$ cat src/rtl/motoro_uart_cmd_rx.sv
// motoro_uart_cmd_rx
// Receives 4-byte motor command packets over a 115200-baud UART line and
// drives the motor setpoint outputs.
//
// Packet format: A5, byte1, byte2, byte3
//   byte1[7]   start
//   byte1[6]   invOrStop
//   byte1[5:2] reserved, must be zero
//   byte1[1:0] freq[9:8]
//   byte2      freq[7:0]
//   byte3      byte1 ^ byte2
//
// Ports
//   clk50mhz     in   single 50 MHz clock
//   nReset       in   asynchronous active-low reset
//   rs232_rx     in   asynchronous UART line, idle high
//   m3start      out  motor run request
//   m3invOrStop  out  motor invert/stop request
//   m3freq       out  10-bit motor frequency setpoint
//   cmdValid     out  one-cycle pulse when a packet is accepted
//   frameErr     out  one-cycle pulse on a bad stop bit
//   pktErr       out  one-cycle pulse on checksum, reserved-bit or timeout error
//
// Port names do not follow the _i/_o suffix rule because the names are fixed
// by the surrounding motor-control system.

module motoro_uart_cmd_rx #(
  parameter int BIT_CYC     = 434,
  parameter int TIMEOUT_CYC = 50000,
  parameter int FREQ_RST    = 100
) (
  input  logic       clk50mhz,
  input  logic       nReset,
  input  logic       rs232_rx,
  output logic       m3start,
  output logic       m3invOrStop,
  output logic [9:0] m3freq,
  output logic       cmdValid,
  output logic       frameErr,
  output logic       pktErr
);

  localparam int BitCntW = $clog2(BIT_CYC + 1);
  localparam int ToCntW  = $clog2(TIMEOUT_CYC + 1);
  localparam int HalfCyc = BIT_CYC / 2;

  localparam logic [BitCntW-1:0] BitLast  = BitCntW'(BIT_CYC - 1);
  localparam logic [BitCntW-1:0] HalfLast = BitCntW'(HalfCyc - 1);
  localparam logic [ToCntW-1:0]  ToLast   = ToCntW'(TIMEOUT_CYC - 1);
  localparam logic [9:0]         FreqRst  = 10'(FREQ_RST);

  typedef enum logic [1:0] {RX_IDLE, RX_START, RX_DATA, RX_STOP} rxState_t;
  typedef enum logic [1:0] {PS_SYNC, PS_B1, PS_B2, PS_CK} psState_t;

  // Synchronizer and falling-edge detection
  logic       rxMeta_q;
  logic       rxSync_q;
  logic       rxPrev_q;
  logic [1:0] syncFill_q;
  logic       armed_q;
  logic       rxFall;

  // Byte receiver
  rxState_t         rxState_q;
  logic [BitCntW-1:0] bitCnt_q;
  logic [2:0]       bitIdx_q;
  logic [7:0]       shift_q;
  logic             byteValid_q;
  logic             frameErr_q;
  logic             rxFrameBad;

  // Packet parser
  psState_t         psState_q;
  logic [ToCntW-1:0] idleCnt_q;
  logic [7:0]       byte1_q;
  logic [7:0]       byte2_q;
  logic             m3start_q;
  logic             m3invOrStop_q;
  logic [9:0]       m3freq_q;
  logic             cmdValid_q;
  logic             pktErr_q;

  // syncFill_q marks when rxSync_q reflects the real line rather than its
  // reset value. The receiver only arms once it has seen a genuinely high
  // line, so a line held low across reset release never looks like a start bit.
  always_ff @(posedge clk50mhz or negedge nReset) begin
    if (!nReset) begin
      rxMeta_q   <= 1'b1;
      rxSync_q   <= 1'b1;
      rxPrev_q   <= 1'b1;
      syncFill_q <= 2'b00;
      armed_q    <= 1'b0;
    end else begin
      rxMeta_q   <= rs232_rx;
      rxSync_q   <= rxMeta_q;
      rxPrev_q   <= rxSync_q;
      syncFill_q <= {syncFill_q[0], 1'b1};
      armed_q    <= armed_q | (syncFill_q[1] & rxSync_q);
    end
  end

  assign rxFall = armed_q & rxPrev_q & ~rxSync_q;

  // A bad stop bit is flagged in the sampling cycle so the parser can drop
  // back to SYNC in the same cycle; this also keeps a simultaneous timeout
  // from producing pktErr alongside frameErr.
  assign rxFrameBad = (rxState_q == RX_STOP) && (bitCnt_q == BitLast) && !rxSync_q;

  // Byte receiver. The bit counter reloads to zero on every transition and
  // after every sample, so each sample lands exactly one bit period after the
  // previous one, starting from the middle of the start bit.
  always_ff @(posedge clk50mhz or negedge nReset) begin
    if (!nReset) begin
      rxState_q   <= RX_IDLE;
      bitCnt_q    <= '0;
      bitIdx_q    <= 3'd0;
      shift_q     <= 8'h00;
      byteValid_q <= 1'b0;
      frameErr_q  <= 1'b0;
    end else begin
      byteValid_q <= 1'b0;
      frameErr_q  <= 1'b0;
      case (rxState_q)
        RX_IDLE: begin
          bitCnt_q <= '0;
          bitIdx_q <= 3'd0;
          if (rxFall) begin
            rxState_q <= RX_START;
          end
        end
        RX_START: begin
          if (bitCnt_q == HalfLast) begin
            bitCnt_q  <= '0;
            rxState_q <= rxSync_q ? RX_IDLE : RX_DATA;
          end else begin
            bitCnt_q <= bitCnt_q + 1'b1;
          end
        end
        RX_DATA: begin
          if (bitCnt_q == BitLast) begin
            bitCnt_q <= '0;
            shift_q  <= {rxSync_q, shift_q[7:1]};
            bitIdx_q <= bitIdx_q + 3'd1;
            if (bitIdx_q == 3'd7) begin
              rxState_q <= RX_STOP;
            end
          end else begin
            bitCnt_q <= bitCnt_q + 1'b1;
          end
        end
        RX_STOP: begin
          if (bitCnt_q == BitLast) begin
            bitCnt_q  <= '0;
            rxState_q <= RX_IDLE;
            if (rxSync_q) begin
              byteValid_q <= 1'b1;
            end else begin
              frameErr_q <= 1'b1;
            end
          end else begin
            bitCnt_q <= bitCnt_q + 1'b1;
          end
        end
        default: begin
          rxState_q <= RX_IDLE;
          bitCnt_q  <= '0;
        end
      endcase
    end
  end

  // Packet parser. shift_q is stable while byteValid_q is high because the
  // receiver has just returned to IDLE. An A5 seen after SYNC is ordinary data.
  always_ff @(posedge clk50mhz or negedge nReset) begin
    if (!nReset) begin
      psState_q     <= PS_SYNC;
      idleCnt_q     <= '0;
      byte1_q       <= 8'h00;
      byte2_q       <= 8'h00;
      m3start_q     <= 1'b0;
      m3invOrStop_q <= 1'b0;
      m3freq_q      <= FreqRst;
      cmdValid_q    <= 1'b0;
      pktErr_q      <= 1'b0;
    end else begin
      cmdValid_q <= 1'b0;
      pktErr_q   <= 1'b0;
      if (rxFrameBad) begin
        psState_q <= PS_SYNC;
        idleCnt_q <= '0;
      end else if (byteValid_q) begin
        idleCnt_q <= '0;
        case (psState_q)
          PS_SYNC: begin
            if (shift_q == 8'hA5) begin
              psState_q <= PS_B1;
            end
          end
          PS_B1: begin
            byte1_q   <= shift_q;
            psState_q <= PS_B2;
          end
          PS_B2: begin
            byte2_q   <= shift_q;
            psState_q <= PS_CK;
          end
          PS_CK: begin
            psState_q <= PS_SYNC;
            if ((shift_q == (byte1_q ^ byte2_q)) && (byte1_q[5:2] == 4'b0000)) begin
              m3start_q     <= byte1_q[7];
              m3invOrStop_q <= byte1_q[6];
              m3freq_q      <= {byte1_q[1:0], byte2_q};
              cmdValid_q    <= 1'b1;
            end else begin
              pktErr_q <= 1'b1;
            end
          end
          default: psState_q <= PS_SYNC;
        endcase
      end else if (psState_q != PS_SYNC) begin
        if (idleCnt_q == ToLast) begin
          psState_q <= PS_SYNC;
          idleCnt_q <= '0;
          pktErr_q  <= 1'b1;
        end else begin
          idleCnt_q <= idleCnt_q + 1'b1;
        end
      end else begin
        idleCnt_q <= '0;
      end
    end
  end

  assign m3start     = m3start_q;
  assign m3invOrStop = m3invOrStop_q;
  assign m3freq      = m3freq_q;
  assign cmdValid    = cmdValid_q;
  assign frameErr    = frameErr_q;
  assign pktErr      = pktErr_q;

endmodule

$ cat config.mk
export PLATFORM = sky130hd
export DESIGN_NAME = motoro_uart_cmd_rx
export DESIGN_NICKNAME = d
export VERILOG_FILES = /design/src/rtl/motoro_uart_cmd_rx.sv
export SDC_FILE = /design/constraint.sdc
export NUM_CORES = 1
export LEC_CHECK = 0
export CAP_MARGIN = 20
export CORE_ASPECT_RATIO = 2
export CORE_MARGIN = 2
export CORE_UTILIZATION = 54
export DETAILED_ROUTE_END_ITERATION = 8
export PLACE_DENSITY = 0.82
export SLEW_MARGIN = 30
export SYNTH_ARGS = -nofsm -noshare
export SYNTH_HDL_FRONTEND = slang
export SYNTH_SLANG_ARGS = --single-unit
$ cat constraint.sdc
create_clock -name clk50mhz -period 2 [get_ports clk50mhz]
set_clock_uncertainty 0.05 [all_clocks]
set_input_delay 0.4 -clock clk50mhz [delete_from_list [all_inputs] [get_ports clk50mhz]]
set_output_delay 0.4 -clock clk50mhz [all_outputs]
set_load 0.02 [all_outputs]
Yosys cells after proc, flatten, opt, wreduce, memory -nomap -nowiden
Cells that the tools add are included.
Widths: inputs -> output; s select.
{"block": "word_totals", "out_inout_bits": 15, "word_cells": 105, "inputBits": 3, "regBits": 78}
{"block": "classes", "addsub": 3, "bitwise": 7, "n_reduce_logical": 19, "n_mux": 38, "eq_ne": 18}
{"cell": "$mux 16", "n": 4}
{"cell": "$pmux 9 s3", "n": 1}
{"cell": "$mux 2", "n": 11}
{"cell": "$mux 9", "n": 2}
{"cell": "$add 16x1->16 const B", "n": 1}
{"cell": "$eq 16x16->1 const B", "n": 1}
{"cell": "$mux 1", "n": 16}
{"cell": "$pmux 2 s4", "n": 2}
{"cell": "$add 9x1->9 const B", "n": 1}
{"cell": "$eq 9x8->1 const B", "n": 1}
{"cell": "$eq 9x9->1 const B", "n": 1}
{"cell": "$reduce_and 3->1", "n": 3}
{"cell": "$eq 2x2->1 const B", "n": 4}
{"cell": "$eq 8x8->1", "n": 1}
{"cell": "$eq 8x8->1 const B", "n": 1}
{"cell": "$ne 2x2->1 const B", "n": 4}
{"cell": "$xor 8x8->8", "n": 1}
{"cell": "$pmux 3 s2", "n": 1}
{"cell": "$reduce_bool 3->1", "n": 2}
{"cell": "$reduce_and 5->1", "n": 1}
{"cell": "$eq 2x1->1 const B", "n": 2}
{"cell": "$logic_not 2->1", "n": 2}
{"cell": "$logic_not 4->1", "n": 1}
{"cell": "$ne 4x4->1 const B", "n": 1}
{"cell": "other kinds (13)", "n": 20}

Depth between registers and ports, before layout
Gate-level depths: netlist of run 1.
{"block": "depth", "ltp_word": 7, "depth_mapped": 7, "mapped_depth_nobuf": 6}

Least setup slack after synthesis of run 1
No wires, ideal clock.
{"block": "synth_path", "path_kind": "reg2reg", "from": "register bitCnt_q[0]", "to": "register m3freq_q[3] (netlist: m3freq[3])", "setup_slack_ns": -0.001, "stages_incl_launch_ff": 7, "n_path_buf": 1, "t_arrival_ns": 1.827, "required_ns": 1.825, "setup_ns": 0.125, "path_cell_list": "dfrtp_1 > ha_1 > and4b_1 > a41o_1 > nor4_4 > buf_6 > mux2_2"}
{"block": "synth_via", "elab_chain_cells": 5}
{"element": "start, declared", "line_no": "65", "text": "logic [BitCntW-1:0] bitCnt_q;"}
{"element": "start signal, assigned", "line_no": "136", "text": "bitCnt_q <= bitCnt_q + 1'b1;"}
{"element": "start signal, assigned", "line_no": "148", "text": "bitCnt_q <= bitCnt_q + 1'b1;"}
{"element": "start signal, assigned", "line_no": "161", "text": "bitCnt_q <= bitCnt_q + 1'b1;"}
{"element": "$eq 9x9->1", "line_no": "107", "text": "assign rxFrameBad = (rxState_q == RX_STOP) && (bitCnt_q == BitLast) && !rxSync_q;"}
{"element": "$logic_and 1x1->1 (2 in series)", "line_no": "107"}
{"element": "$not 1->1 (no line)"}
{"element": "$reduce_and 4->1 (no line)"}
{"element": "end signal, assigned", "line_no": "182", "text": "m3freq_q <= FreqRst;"}
{"element": "end signal, assigned", "line_no": "212", "text": "m3freq_q <= {byte1_q[1:0], byte2_q};"}
{"element": "end, declared", "line_no": "79", "text": "logic [9:0] m3freq_q;"}
Every way passes these cells.
A chain may end at the register's enable or synchronous reset.

Worst setup path in the final report of run 1
{"block": "layout_path", "from": "register bitCnt_q[1]", "to": "register byte1_q[1]"}
{"block": "layout_via", "elab_chain_cells": 5}
{"element": "$eq 9x9->1", "line_no": "107"}
{"element": "$logic_and 1x1->1 (2 in series)", "line_no": "107"}
{"element": "$not 1->1 (no line)"}
{"element": "$reduce_and 3->1 (no line)"}
{"element": "end signal, assigned", "line_no": "200", "text": "byte1_q <= shift_q;"}
{"element": "end, declared", "line_no": "75", "text": "logic [7:0] byte1_q;"}
Every way passes these cells.

==> results of run 1 <==
[timing repair]
action,in CTS,in global routing
endpoints found under the setup margin,6,37
hold buffers,1,0
buffers inserted,0,4
resized for setup,1,32
hold endpoints to repair,12,0
pin swaps,1,3
cloned,0,1
[stage by stage]
stage,setup WS [ps],power [mW],instances,util,hold WS (ps)
global route,-129,3.89,434,0.695,306
CTS,7.15,3.66,429,0.671,299
global placement,26.0,2.10,413,0.626,221
detailed placement,-15.9,2.13,413,0.626,226
finish,-4.00,3.73,434,0.695,297
floorplan,20.3,1.96,288,-,54.4
[layout by cell type, fill, tap and decap left out, types with 2 or more instances in the layout]
cell type        count
nand4_1              6
xnor3_1              6
and3_1               3
inv_1               10
buf_12               3
dfrtp_1             72
o211ai_1             3
clkdlybuf4s50_1     16
and4bb_2             2
a22oi_1              2
dfstp_2              6
ha_1                10
or4bb_1              2
nor2b_1              3
nand3_1             12
clkbuf_16            9
mux2_2              14
xor2_1               4
xnor2_1             17
a21oi_1              6
clkinv_2             2
buf_6                5
buf_4               22
nor3_1               6
nor2_1              27
or3_1                2
nand2_1             13
clkbuf_8             3
nor4_1               5
mux2_4              22
o221ai_1             2
nand3_2              3
o21ai_0              6
[cells by family (layout without fill, tap and decap cells)]
family,count (synthesis),in the layout,synth area share
flip-flops,78,78,0.544
buffers and inverters,15,73,0.0177
AO/OA/AOI/OAI,26,26,0.0483
AND/OR/NAND/NOR,93,93,0.147
other,1,1,0.00104
XOR/XNOR,27,27,0.0886
adder cells (fa/ha/maj),11,11,0.0382
multiplexers,37,37,0.115
[worst max-delay path, cell delays in order (launching register included)]
cell     delay [ps]
dfrtp_1         400
inv_2            90
ha_4            130
and4b_2         260
buf_4           120
nand4_1         190
nand3_2         190
buf_6           140
mux2_2          320
[how the worst max path moves through the flow]
stage                     cells after the start  slack, ps              startpoint                 endpoint
after detailed placement                      7        -20   bitCnt_q[1]$_DFF_PN0_      m3start$_DFFE_PN0P_
after floorplan                               6         20   bitCnt_q[0]$_DFF_PN0_    m3freq[3]$_DFFE_PN0P_
after CTS                                     7          7   bitCnt_q[1]$_DFF_PN0_    m3freq[9]$_DFFE_PN0P_
after global placement                        7         30   bitCnt_q[1]$_DFF_PN0_  m3invOrStop$_DFFE_PN0P_
final                                         8         -4   bitCnt_q[1]$_DFF_PN0_   byte1_q[1]$_DFFE_PN0P_
after global routing                          5       -130  byte1_q[2]$_DFFE_PN0P_    m3freq[9]$_DFFE_PN0P_
[final cells by class]
cell class | instances | share of cell area
clock buffer | 12 | 0.0588
inverter | 11 | 0.00911
clock inverter | 3 | 0.00414
multi-input combinational | 195 | 0.372
tap | 88 | 0.0243
timing repair buffer | 47 | 0.0997
sequential | 78 | 0.432
[flip-flops by register name (all words and copies together), names as in the netlist, named ones only]
register,flops
bitCnt_q,9
pktErr,1
armed_q,1
m3start,1
byte2_q,8
byteValid_q,1
byte1_q,8
rxMeta_q,1
idleCnt_q,16
m3freq,10
rxPrev_q,1
frameErr,1
shift_q,8
cmdValid,1
m3invOrStop,1
bitIdx_q,3
rxSync_q,1
rxState_q,1
psState_q,2
syncFill_q,2
[routing by layer]
metal | vias up | routed length, microns | share of wire | global-route usage
met5 | - | 0 | 0 | 0
met4 | 0 | 168 | 0.022 | 0.0824
met3 | 14 | 269 | 0.035 | 0.0641
met2 | 58 | 4210 | 0.55 | 0.349
met1 | 1255 | 2960 | 0.39 | 0.279
li1 | 1129 | - | - | -
[power by group]
group	internal (mW)	switching, mW
Clock	0.931	0.605
Sequential	1.65	0.0678
Combinational	0.235	0.246
Total	2.81	0.918
==> metrics.cfg, run 1 <==
[logic_synthesis]
synth_commonest_cells=72 x dfrtp_1, 36 x mux2_2, 27 x nor2_1, 17 x xnor2_1, 14 x nand3_1
synth_cells=288
synth-main-ff-cell=dfrtp_1
synth_most_common_cell=dfrtp_1
ys_types=44
async_flop_share=1.00
ys_ff_latch=78
synth_top_area_share=0.500
avgSynthCellArea_sq_um=12.5
syn_area_sq_um=3600
ys_warn_count=0
synth_nets=302
synth_area_leaders=dfrtp_1 50%, mux2_2 11%, dfstp_2 4.4%
yosysTopAreaCell=dfrtp_1
yosysSeqAreaShare=0.544
synth-edff-count=0

[floorplanning]
die_h_microns=119
coreArea_sq_um=6520
io_pins=18
die_w_microns=61.7
num_rows=42
die_area_sq_um=7380
start_util=0.553

[pwr]
p_per_area_nw_per_um2=824
p_leak_nw=2.04
ir_drop_mv=0.582

[worst_setup_path]
arrival_ps=2170
critPathCaptureType=flop
required_ps=2170
start_kind=flop
crit_type=flop to flop
ff2ff_path_depth=8
rrSetupSlack_ps=-4
cp_max_fo=4
r2r_start=bitCnt_q[1]$_DFF_PN0_
r2r_end=byte1_q[1]$_DFFE_PN0P_

[timing]
fin_crit_ps=2000
hold_violations=0
finalSetupViolations=2
fmax_ghz=0.499
rsz0062_at_grt=yes
maxSlewViolCount=0
fin_setup_tns_ps=-4.78
worst_slack_ps=-4.00
post-route-period-util=1.00

[global_route]
grt_use_total=0.221
grt_overflow_total=0
grt_max_degree=46
grt_pass1_vias=2487
grt_pass1_wl_mm=11.9
antenna_found_initial=0

[cells_and_area]
seq_area_sq_um=1960
syn2layout_area_growth_pct=25.9
fin_area_sq_um=4530
finalNetCount=356
fillers=467
drive_gt1_frac=0.289
multi_input_area_sq_um=1680
n_antenna_cell=0

[place]
dpl_cell_area_sq_um=4080
place_congestion=0.857
port_buffers=17
dp_hpwl_mm=5.00

[hold_path]
hold_start=syncFill_q[0]$_DFF_PN0_
hp-class=flop to flop
min_to=syncFill_q[1]$_DFF_PN0_
hold_depth=0

[cts]
cts_buffers=9
clkSinkCount=78
path_clk_slew_ps=50
cts_buffer_depth=2
insertion_delay_ps=340
root_buffer=clkbuf_16
cts_htree_levels=3
cts_tree=built

[drt]
wl_per_cell_microns=17.5
wl_mm=7.61
vias_per_cell=5.66
drt_iter0_drc=234
drc=0
route.vias.total=2456
final_antenna_net_count=0
first_pass_iters=4

[run_status]
status=finished, violations left
violations=negative setup slack

[run]
cap_violations=0

No activity file was read; power rests on OpenSTA's default activity.
==> run 2: changes to the inputs <==
- ABC_AREA: not set -> 1
- CORE_ASPECT_RATIO: 2 -> 0.5
- CORE_UTILIZATION: 54 -> 60
- PLACE_DENSITY: 0.82 -> 0.85
- clock period: 2 -> 2.2 ns (I/O delays scaled with it)
==> metrics.cfg, run 2 <==
[logic_synthesis]
avgSynthCellArea_sq_um=8.44  ; -33%
ys_types=36  ; -18%
ys_ff_latch=78  ; unchanged
synth_commonest_cells=124 x nand2_1, 72 x dfrtp_1, 51 x inv_1, 50 x nor2_1, 29 x nand3_1
synth-main-ff-cell=dfrtp_1
synth_most_common_cell=nand2_1
ys_warn_count=0  ; unchanged
synth_cells=454  ; +58%
synth-edff-count=0  ; unchanged
synth_nets=468  ; +55%
yosysTopAreaCell=dfrtp_1
syn_area_sq_um=3830  ; +6.4%
synth_area_leaders=dfrtp_1 47%, nand2_1 12%, inv_1 5.0%
yosysSeqAreaShare=0.511  ; -0.0327
synth_top_area_share=0.470  ; -0.0301
async_flop_share=1.00  ; unchanged

[worst_setup_path]
crit_slowest_cell=clkdlybuf4s50_1
crit_type=flop to primary output
critPathCaptureType=primary output
arrival_ps=1460  ; -710 ps
cpLargestDelayFamily=buffers and inverters
worst-path-stages=1  ; -7
required_ps=1710  ; -460 ps
ff2ff_path_depth=10  ; +2
cp_max_fo=2  ; -2
crit_path_cell_trace=clkdlybuf4s50_1
start_kind=flop
critPathBufInv=1  ; -2
cpPeakStageDelay_ps=590  ; +190 ps

[pwr]
p_sw_uw=794  ; -14%
ir_drop_mv=0.467  ; -20%
power_frac_seq=0.455  ; -0.005
p_per_area_nw_per_um2=769  ; -6.6%
combPwrFrac=0.081  ; -0.048
p_clk_frac=0.464  ; +0.053
power.internal_mw=2.59  ; -7.9%
switching_share=0.234  ; -0.0114
p_leak_nw=2.08  ; +1.8%

[timing]
fmax_ghz=0.514
rsz0062_at_grt=no
finalSetupViolations=0  ; -2
fin_setup_tns_ps=0  ; +4.78 ps
hold_violations=0  ; unchanged
worst_slack_ps=253  ; +257 ps
fin_crit_ps=1950
post-route-period-util=0.885
maxSlewViolCount=0  ; unchanged

[run]
cap_violations=0  ; unchanged

[run_status]
status=complete, no violations

[drt]
vias_per_cell=5.26  ; -7.0%
final_antenna_net_count=0  ; unchanged
wl_per_cell_microns=13.1  ; -25%
route.vias.total=3006  ; +22%
first_pass_iters=6  ; +2
wl_mm=7.46  ; -1.9%
drt_iter0_drc=304  ; +30%
drc=0  ; unchanged

[global_route]
grt_pass1_vias=2778  ; +12%
antenna_found_initial=0  ; unchanged
grt_overflow_total=0  ; unchanged
grt_max_degree=46  ; unchanged
grt_pass1_wl_mm=12.6  ; +5.3%
grt_use_total=0.238  ; +0.0170

[cells_and_area]
syn2layout_area_growth_pct=14.9
n_antenna_cell=0  ; unchanged
largest_register_ffs=16  ; unchanged
regMostFlops=idleCnt_q
layout_common_cells=124 x nand2_1, 72 x dfrtp_1, 51 x inv_1
finalNetCount=492  ; +38%
drive_gt1_frac=0.0973  ; -0.192
final_common_cell=nand2_1

[cts]
root_buffer=clkbuf_16
insertion_delay_ps=330  ; about the same
cts_resized=0  ; -1
cts_buffers=9  ; unchanged
cts_tree=built
post_cts_buffers=0  ; unchanged
path_clk_slew_ps=50  ; about the same
cts_htree_levels=3  ; unchanged
hold_buffers=0  ; -1
cts_buffer_depth=2  ; unchanged
clkSinkCount=78  ; unchanged

[floorplanning]
io_pins=18  ; unchanged
die_w_microns=117  ; +90%
start_util=0.625  ; +0.0723
num_rows=20  ; -52%
die_area_sq_um=7080  ; -4.0%
coreArea_sq_um=6130  ; -5.9%
die_h_microns=60.5  ; -49%

[place]
place_congestion=0.826  ; -3.6%
port_buffers=17  ; unchanged
dp_hpwl_mm=4.77  ; -4.5%
place_worst_setup_slack_ps=441  ; +457 ps

[hold_path]
hp-class=primary input to async pin

-- run 2: worst reg2reg max path, delay by kind of cell, from the launching register on --
| family | cells | cell delay (ps) |
|---|---|---|
| AO/OA/AOI/OAI | 1 | 120 |
| adder cells (fa/ha/maj) | 1 | 130 |
| buffers and inverters | 2 | 160 |
| flip-flops | 1 | 390 |
| AND/OR/NAND/NOR | 6 | 860 |
-- run 2: metrics by stage --
step           std cells  cell area (sq um)  hold slack [ps]  utilization  power (mW)
4_1_cts              571               4400             7.34        0.718        3.41
3_3_place_gp         555               4090              284        0.667        1.83
6_report             571               4400             1.16        0.718        3.39
5_1_grt              571               4400             30.6        0.718        3.52
3_5_place_dp         555               4090              294        0.667        1.83
2_1_floorplan        454               3830             94.4            -        1.74
-- run 2: layout make-up --
type                            count  area [sq um]
Clock inverter                      4          70.1
Sequential cell                    78          1960
Tap cell                           88           110
Clock buffer                       12           246
Timing Repair Buffer               22           218
Inverter                           54           203
Multi-Input combinational cell    313          1600
Fill cell                         449          1730
-- run 2: power by group through the flow --
stage,registers (mW),logic (mW),clock network [mW]
after floorplan,1.55,0.193,0
after global placement,1.56,0.266,0
after detailed placement,1.56,0.271,0
after CTS,1.54,0.276,1.59
after global routing,1.55,0.318,1.66
final,1.54,0.274,1.57
-- run 2: path summary, 6_finish.rpt --
path / startpoint / endpoint / slack (ps)
setup reg to reg: bitCnt_q[1]$_DFF_PN0_ / byte1_q[0]$_DFFE_PN0P_ / 380
setup / recovery: m3freq[6]$_DFFE_PN1P_ / m3freq[6] / 250
max in group asynchronous: nReset / m3freq[2]$_DFFE_PN1P_ / 1470
hold reg to reg: rxMeta_q$_DFF_PN1_ / rxSync_q$_DFF_PN1_ / 300
min in group clk50mhz: rxMeta_q$_DFF_PN1_ / rxSync_q$_DFF_PN1_ / 300
hold / removal: nReset / idleCnt_q[0]$_DFF_PN0_ / 1
-- run 2: kinds of logic (layout without fill, tap and decap cells) --
family / count (synthesis) / after routing / share of synthesized area
compound gates: 42 / 42 / 0.0581
xor+xnor: 13 / 13 / 0.0297
fa+ha+maj: 11 / 11 / 0.0359
buf+inv: 63 / 92 / 0.0718
flops: 78 / 78 / 0.511
other cells: 1 / 1 / 0.000979
simple gates: 246 / 246 / 0.292
-- run 2: layer usage --
| layer | track usage | routed length [microns] | vias up |
|---|---|---|---|
| met5 | 0 | 0 | - |
| met4 | 0.108 | 125 | 0 |
| met3 | 0.0679 | 410 | 16 |
| met2 | 0.376 | 3460 | 92 |
| met1 | 0.314 | 3460 | 1404 |
| li1 | - | - | 1494 |
